==> src/rtl/pad_gpio_pkg.sv <==
// ---------------------------------------------------------------------------
// pad_gpio_pkg
// Shared definitions for the pad GPIO controller: register addresses on the
// write port, the direction-turnaround FSM encoding and the drive-config
// reset value.
// ---------------------------------------------------------------------------
package pad_gpio_pkg;

  // Write-port register map
  localparam logic [1:0] ADDR_OUT    = 2'd0;
  localparam logic [1:0] ADDR_DIR    = 2'd1;
  localparam logic [1:0] ADDR_DRV    = 2'd2;
  localparam logic [1:0] ADDR_IEMASK = 2'd3;

  // {sr, ds1, ds0} after reset
  localparam logic [2:0] DRV_RST = 3'b001;

  // Direction turnaround sequencer
  typedef enum logic [1:0] {
    IDLE  = 2'd0,
    TURN  = 2'd1,
    APPLY = 2'd2
  } fsm_e;

endpackage

==> src/rtl/pad_gpio_sync.sv <==
// ---------------------------------------------------------------------------
// pad_gpio_sync
// One-pin receive path: two-flop synchronizer for the asynchronous pad Y
// value, optional debounce filter, and input-enable masking.
//
// Configuration macro: GPIO_PAD_DEBOUNCE_EN
//   defined   : output follows the synced bit only after it has held a new
//               value for DB_CYC consecutive cycles (latency 2 + DB_CYC)
//   undefined : output is the synced bit directly (latency 2)
//
// Ports
//   clk   in  1  clock
//   rstn  in  1  synchronous reset, active low
//   i_d   in  1  raw pad receive value (asynchronous)
//   i_en  in  1  pad input enable; output forced to 0 when low
//   o_q   out 1  synchronized (optionally debounced) masked value
// ---------------------------------------------------------------------------
module pad_gpio_sync #(
  parameter int DB_CYC = 4
) (
  input  logic clk,
  input  logic rstn,
  input  logic i_d,
  input  logic i_en,
  output logic o_q
);

  if (DB_CYC < 2) begin : g_bad_db_cyc
    $error("pad_gpio_sync: DB_CYC must be >= 2");
  end

  logic r_s1;
  logic r_s2;

  // NOTE: every flop here is reset synchronously (rstn sampled on the clock
  // edge, not in the sensitivity list), and sequential state is always
  // updated with non-blocking assignments so all flops see pre-edge values.
  always_ff @(posedge clk) begin
    if (!rstn) begin
      r_s1 <= 1'b0;
      r_s2 <= 1'b0;
    end else begin
      r_s1 <= i_d;
      r_s2 <= r_s1;
    end
  end

`ifdef GPIO_PAD_DEBOUNCE_EN
  localparam int CW = $clog2(DB_CYC);

  logic [CW-1:0] r_cnt;
  logic          r_q;

  // r_cnt counts consecutive cycles the synced bit has disagreed with r_q;
  // any return to the accepted value restarts the count.
  always_ff @(posedge clk) begin
    if (!rstn) begin
      r_cnt <= '0;
      r_q   <= 1'b0;
    end else if (r_s2 == r_q) begin
      r_cnt <= '0;
    end else if (r_cnt == CW'(DB_CYC - 1)) begin
      r_q   <= r_s2;
      r_cnt <= '0;
    end else begin
      r_cnt <= r_cnt + 1'b1;
    end
  end

  assign o_q = r_q & i_en;
`else
  assign o_q = r_s2 & i_en;
`endif

endmodule

==> src/rtl/pad_gpio_ctrl.sv <==
// ---------------------------------------------------------------------------
// pad_gpio_ctrl
// Core-side controller for a bank of NPINS bidirectional pads. Holds the
// output value, direction, input-enable mask and shared drive config,
// written through a valid/ready port. Direction changes go through a
// turnaround sequence (changing pins have OE=0 and IE=0 for TURN_CYC
// cycles before the new direction is applied) so OE and IE are never set
// together on any pin. Receive values come back synchronized with a change
// pulse for interrupt logic.
//
// Configuration macro: GPIO_PAD_DEBOUNCE_EN (per-pin debounce, see
// pad_gpio_sync).
//
// Ports
//   clk          in   1      clock
//   rstn         in   1      synchronous reset, active low
//   wr_valid     in   1      register write request
//   wr_ready     out  1      write accepted when wr_valid && wr_ready
//   wr_addr      in   2      0=OUT 1=DIR 2=DRV 3=IEMASK
//   wr_data      in   NPINS  write data (DRV uses [2:0] = {SR,DS1,DS0})
//   pad_a        out  NPINS  pad output value
//   pad_oe       out  NPINS  pad output enable
//   pad_ie       out  NPINS  pad input enable
//   pad_ds0      out  1      drive strength bit 0
//   pad_ds1      out  1      drive strength bit 1
//   pad_sr       out  1      slew rate
//   pad_y        in   NPINS  pad receive value (asynchronous)
//   gpio_in      out  NPINS  synchronized input value
//   gpio_in_chg  out  1      one-cycle pulse after gpio_in changes
//   busy         out  1      direction turnaround in progress
// ---------------------------------------------------------------------------
module pad_gpio_ctrl
  import pad_gpio_pkg::*;
#(
  parameter int NPINS    = 8,
  parameter int TURN_CYC = 2,
  parameter int DB_CYC   = 4
) (
  input  logic             clk,
  input  logic             rstn,
  input  logic             wr_valid,
  output logic             wr_ready,
  input  logic [1:0]       wr_addr,
  input  logic [NPINS-1:0] wr_data,
  output logic [NPINS-1:0] pad_a,
  output logic [NPINS-1:0] pad_oe,
  output logic [NPINS-1:0] pad_ie,
  output logic             pad_ds0,
  output logic             pad_ds1,
  output logic             pad_sr,
  input  logic [NPINS-1:0] pad_y,
  output logic [NPINS-1:0] gpio_in,
  output logic             gpio_in_chg,
  output logic             busy
);

  if (NPINS < 3) begin : g_bad_npins
    $error("pad_gpio_ctrl: NPINS must be >= 3");
  end
  if (TURN_CYC < 1) begin : g_bad_turn_cyc
    $error("pad_gpio_ctrl: TURN_CYC must be >= 1");
  end

  localparam int CNT_W = (TURN_CYC > 1) ? $clog2(TURN_CYC) : 1;

  fsm_e             r_state;
  logic [CNT_W-1:0] r_cnt;
  logic [NPINS-1:0] r_out;
  logic [NPINS-1:0] r_dir;
  logic [NPINS-1:0] r_oe;
  logic [NPINS-1:0] r_ie;
  logic [NPINS-1:0] r_ie_mask;
  logic [NPINS-1:0] r_m;        // pins changing direction in this turnaround
  logic [2:0]       r_drv;      // {sr, ds1, ds0}
  logic             r_wr_ready;
  logic             r_busy;
  logic [NPINS-1:0] r_gpio_prev;
  logic             r_chg;

  logic             w_wr_fire;
  logic [NPINS-1:0] w_m;
  logic [NPINS-1:0] w_gpio_in;

  assign w_wr_fire = wr_valid & r_wr_ready;
  assign w_m       = wr_data ^ r_dir;

  // Register file and turnaround sequencer. wr_ready/busy are registered
  // alongside the state so they change on the same edge as r_state.
  always_ff @(posedge clk) begin
    if (!rstn) begin
      r_state    <= IDLE;
      r_cnt      <= '0;
      r_out      <= '0;
      r_dir      <= '0;
      r_oe       <= '0;
      r_ie       <= '1;
      r_ie_mask  <= '1;
      r_m        <= '0;
      r_drv      <= DRV_RST;
      r_wr_ready <= 1'b1;
      r_busy     <= 1'b0;
    end else begin
      case (r_state)
        IDLE: begin
          if (w_wr_fire) begin
            case (wr_addr)
              ADDR_OUT: r_out <= wr_data;
              ADDR_DRV: r_drv <= wr_data[2:0];
              ADDR_IEMASK: begin
                // Outputs keep IE off regardless of the mask.
                r_ie_mask <= wr_data;
                r_ie      <= wr_data & ~r_dir;
              end
              ADDR_DIR: begin
                // Rewriting the current direction is a no-op; otherwise
                // silence only the changing pins and start the quiet period.
                if (w_m != '0) begin
                  r_dir      <= wr_data;
                  r_m        <= w_m;
                  r_oe       <= r_oe & ~w_m;
                  r_ie       <= r_ie & ~w_m;
                  r_cnt      <= '0;
                  r_state    <= TURN;
                  r_busy     <= 1'b1;
                  r_wr_ready <= 1'b0;
                end
              end
              default: ;
            endcase
          end
        end
        TURN: begin
          if (r_cnt == CNT_W'(TURN_CYC - 1)) begin
            r_state <= APPLY;
          end else begin
            r_cnt <= r_cnt + 1'b1;
          end
        end
        APPLY: begin
          r_oe       <= r_oe | (r_dir & r_m);
          r_ie       <= r_ie | (~r_dir & r_m & r_ie_mask);
          r_state    <= IDLE;
          r_busy     <= 1'b0;
          r_wr_ready <= 1'b1;
        end
        default: begin
          r_state    <= IDLE;
          r_busy     <= 1'b0;
          r_wr_ready <= 1'b1;
        end
      endcase
    end
  end

  for (genvar i = 0; i < NPINS; i++) begin : g_pin
    pad_gpio_sync #(
      .DB_CYC (DB_CYC)
    ) u_sync (
      .clk  (clk),
      .rstn (rstn),
      .i_d  (pad_y[i]),
      .i_en (r_ie[i]),
      .o_q  (w_gpio_in[i])
    );
  end

  // Change pulse lags gpio_in by one cycle and lasts exactly one cycle.
  always_ff @(posedge clk) begin
    if (!rstn) begin
      r_gpio_prev <= '0;
      r_chg       <= 1'b0;
    end else begin
      r_gpio_prev <= w_gpio_in;
      r_chg       <= (w_gpio_in != r_gpio_prev);
    end
  end

  assign wr_ready    = r_wr_ready;
  assign busy        = r_busy;
  assign pad_a       = r_out;
  assign pad_oe      = r_oe;
  assign pad_ie      = r_ie;
  assign pad_sr      = r_drv[2];
  assign pad_ds1     = r_drv[1];
  assign pad_ds0     = r_drv[0];
  assign gpio_in     = w_gpio_in;
  assign gpio_in_chg = r_chg;

endmodule

==> config.mk <==
export PLATFORM = sky130hd
export DESIGN_NAME = pad_gpio_ctrl
export DESIGN_NICKNAME = d
export VERILOG_FILES = /design/src/rtl/pad_gpio_pkg.sv /design/src/rtl/pad_gpio_sync.sv /design/src/rtl/pad_gpio_ctrl.sv
export SDC_FILE = /design/constraint.sdc
export NUM_CORES = 1
export LEC_CHECK = 0
export ABC_CLOCK_PERIOD_IN_PS = 5380
export CAP_MARGIN = 30
export CORE_MARGIN = 2
export CORE_UTILIZATION = 30
export CTS_CLUSTER_SIZE = 25
export DETAILED_ROUTE_END_ITERATION = 8
export GPL_TIMING_DRIVEN = 1
export PLACE_DENSITY = 0.5
export SYNTH_ARGS = -nofsm -noshare
export SYNTH_HDL_FRONTEND = slang
export SYNTH_SLANG_ARGS = --single-unit
==> constraint.sdc <==
create_clock -name clk -period 5.38 [get_ports clk]
set_input_delay 0.807 -clock clk [delete_from_list [all_inputs] [get_ports clk]]
set_output_delay 0.807 -clock clk [all_outputs]
set_load 0.05 [all_outputs]
==> flow_summary.yaml <==
final_layout:
  fin_nets: 433
  final_area_um2: 4070
  multi_input_area_um2: 1460
  final_cells: 549
  regArea_um2: 1620
  num_antenna_cells: 0
  n_fill_cell: 1152
  layout-area-overhead-vs-synth_pct: 21.1
  final_layout_size_suffix_gt1_frac: 0.0636
cts:
  cts_tree: "done"
  cts_root_buf: "sky130_fd_sc_hd__clkbuf_8"
  clock_tree.htree_level_count: 3
  cts.reportedPaths.clkPinSlew_ps: 90
  cts_made_buffers: 9
  worst_skew_pair_later_pin_latency_ps: 360
  number_of_hold_buffers_added_after_cts: 0
  post-cts-setup-buffer-count: 0
  cts_buffer_depth: 2
  cts.sinks: 81
  cts.repair.resized: 0
synth:
  synthFlopType: "sky130_fd_sc_hd__dfxtp_1"
  synthTopCellsByCount: "81 x sky130_fd_sc_hd__dfxtp_1, 44 x sky130_fd_sc_hd__nand2_1, 31 x sky130_fd_sc_hd__and2_1, 23 x sky130_fd_sc_hd__nand3_1, 21 x sky130_fd_sc_hd__nor2_1"
  synthesized_area_per_cell_um2: 9.11
  synth.most_common_cell: "sky130_fd_sc_hd__dfxtp_1"
  synthesized_netlist_net_count: 398
  number_of_enable_flip_flop_cells_after_synthesis: 0
  synth_cell_type_count: 42
  synth_area_um2: 3360
  ys_async_sr_fraction: 0
  leading_post_synthesis_cells_by_cell_area: "sky130_fd_sc_hd__dfxtp_1 48%, sky130_fd_sc_hd__and2_1 5.8%, sky130_fd_sc_hd__nand2_1 4.9%"
  netlist_instances: 369
  synth.ff_latch_count: 81
  yosys_warnings: 0
  synth_top_area_share: 0.482
  synth-seq-area-share: 0.482
  synth.largest_area_cell: "sky130_fd_sc_hd__dfxtp_1"
pwr:
  switching_power_mw: 0.370
  power.density_cell_area_nw_per_um2: 305
  power_frac_clock: 0.333
  power_switching_share: 0.298
  total_power_mw: 1.24
  power.combinational.fraction: 0.148
  ir_drop_worst_vdd_mv: 0.117
  p_seq_frac: 0.519
  total_leakage_power_nw: 1.53
  power.internal_mw: 0.871
timing:
  worstMarginPinSlew_ps: 893
  fmax_mhz: 356
  finalWorstPathRequiredPeriod_ps: 2810
  timing_max_transition_violations_final: 0
  maxSlewHeadroom: 0.405
  layout_worst_path_cycle_share: 0.521
  final.setup.tns_ps: 0
  finalSetupViolations: 0
  clock_skew_ps: 10.5
  rsz0062_at_grt: "no"
  report.final.hold_viol_count: 0
worst_setup_path:
  critical_path_class: "input pin to flop"
  cp_cell_sequence: "clkdlybuf4s50_1 -> ha_1 -> nand4_1 -> o211a_1 -> nor2_1 -> a211oi_1"
  timing.critical_path.fanout_max: 26
  timing.critical_path.arrival_ps: 3080
  end_kind: "flop"
  crit_slowest_cell: "sky130_fd_sc_hd__o211a_1"
  max_stage_delay_ps: 770
  critical_path.startpoint_type: "input pin"
  critPathRequiredTime_ps: 5650
  timing.reg2reg.setup_slack_ps: 3160
global_routing:
  grt-ovfl-total: 0
  vias_in_the_first_global_route: 2557
  use_met2: 0.229
  largest_net_degree_at_the_start_of_global_routing: 47
  grt.busiest_layer: "met2"
  grt_first_pass_wirelength_mm: 12.9
  met1_layer_usage_reported_by_global_route: 0.183
  initial_antenna_violation_count: 0
  use_met3: 0.0445
  grt_util_all_layers: 0.141
die:
  floorplan.core_area_um2: 10900
  placementRows: 38
  die_height_um: 110
  die_outline_width_um: 110
  floorplan.io_pins: 59
  initial_utilization: 0.309
  die_area_um2: 12100
drt:
  detailroute.via_count: 2574
  post-route-drc-count: 0
  first_iter_violations: 139
  drtAntennaViolNets: 0
  postRouteWirelength_mm: 8.00
  firstDrtPassIters: 4
  vias_per_cell: 4.69
  drt-wirelength-per-cell_um: 14.6
place:
  total_cell_area_at_the_placement_stage_um2: 3890
  placedCellCount: 533
  numPortBuffers: 58
  hpwl_mm: 5.52
  routabilityCongestion: 0.769
job:
  maxCapViolCount: 0
status:
  run_status: "completed"
hold_path:
  min_path_type: "flop to flop"
## logic make-up after synthesis
family,after synthesis,synth area share
adder cells (fa/ha/maj),8,0.0298
flip-flops,81,0.482
multiplexers,3,0.00893
XOR/XNOR,8,0.0208
AO/OA/AOI/OAI,67,0.138
buffers and inverters,46,0.0826
AND/OR/NAND/NOR,156,0.237
## registers in the layout, summed over array words and instances, names as in the netlist
signal and cells:
busy 1, g_pin.u_sync.r_s1 8, g_pin.u_sync.r_s2 8, gpio_in_chg 1, pad_a 8, pad_ie 8
pad_oe 8, r_cnt 1, r_dir 8, r_drv 3, r_gpio_prev 8, r_ie_mask 8
r_m 8, r_state 2, wr_ready 1
## metrics by stage
| stage | setup slack [ps] | hold WS, ps | utilization |
|---|---|---|---|
| finish | 2570 | 438 | 0.374 |
| global route | 2340 | 454 | 0.374 |
| CTS | 2580 | 443 | 0.374 |
| detailed placement | 2250 | 421 | 0.357 |
| global placement | 2330 | 415 | 0.357 |
| floorplan | 3190 | 412 | - |
## power groups by stage
stage | Clock, mW | Combinational (mW) | Sequential [mW]
2_1_floorplan | 0 | 0.119 | 0.668
3_3_place_gp | 0 | 0.182 | 0.658
3_5_place_dp | 0 | 0.183 | 0.658
4_1_cts | 0.429 | 0.184 | 0.644
5_1_grt | 0.453 | 0.199 | 0.648
6_report | 0.414 | 0.183 | 0.644
## layout make-up
cell class | instances | area share
multi-input combinational | 242 | 0.359
tap | 140 | 0.0430
timing repair buffer | 59 | 0.144
sequential | 81 | 0.398
inverter | 11 | 0.0101
clock inverter | 7 | 0.0147
clock buffer | 9 | 0.0304
## placed cells by master (no fill, tap or decap), types with 9 or more instances in the layout
cell / count
sky130_fd_sc_hd__dfxtp_1: 81
sky130_fd_sc_hd__clkdlybuf4s50_1: 58
sky130_fd_sc_hd__nand2_1: 44
sky130_fd_sc_hd__and2_1: 31
sky130_fd_sc_hd__nand3_1: 23
sky130_fd_sc_hd__nor2_1: 21
sky130_fd_sc_hd__a21oi_1: 19
sky130_fd_sc_hd__and3_1: 11
sky130_fd_sc_hd__inv_1: 10
sky130_fd_sc_hd__o21ai_0: 10
sky130_fd_sc_hd__nor3_1: 9
sky130_fd_sc_hd__clkbuf_8: 9
## worst max-delay path: cells and delay by family
kind / cells / cell delay [ps]
adders and majority gates: 1 / 400
and+or+nand+nor: 2 / 310
AOI/OAI and AO/OA: 2 / 1020
buffers and inverters: 1 / 530
## worst paths after layout
check / startpoint / depth (start not counted) / end
worst max-delay path: wr_data[1] / 6 / r_m[1]
worst min-delay path: g_pin[2].u_sync.r_s1 / 1 / g_pin[2].u_sync.r_s2
worst max register to register: r_dir[5] / 6 / r_m[1]
worst min register to register: g_pin[2].u_sync.r_s1 / 1 / g_pin[2].u_sync.r_s2
## routing by layer
layer,vias up,part of all wire
met4,0,0.012
met5,-,0
met1,1166,0.49
met3,7,0.057
met2,73,0.44
li1,1328,-
No activity file was read; power rests on OpenSTA's default activity.
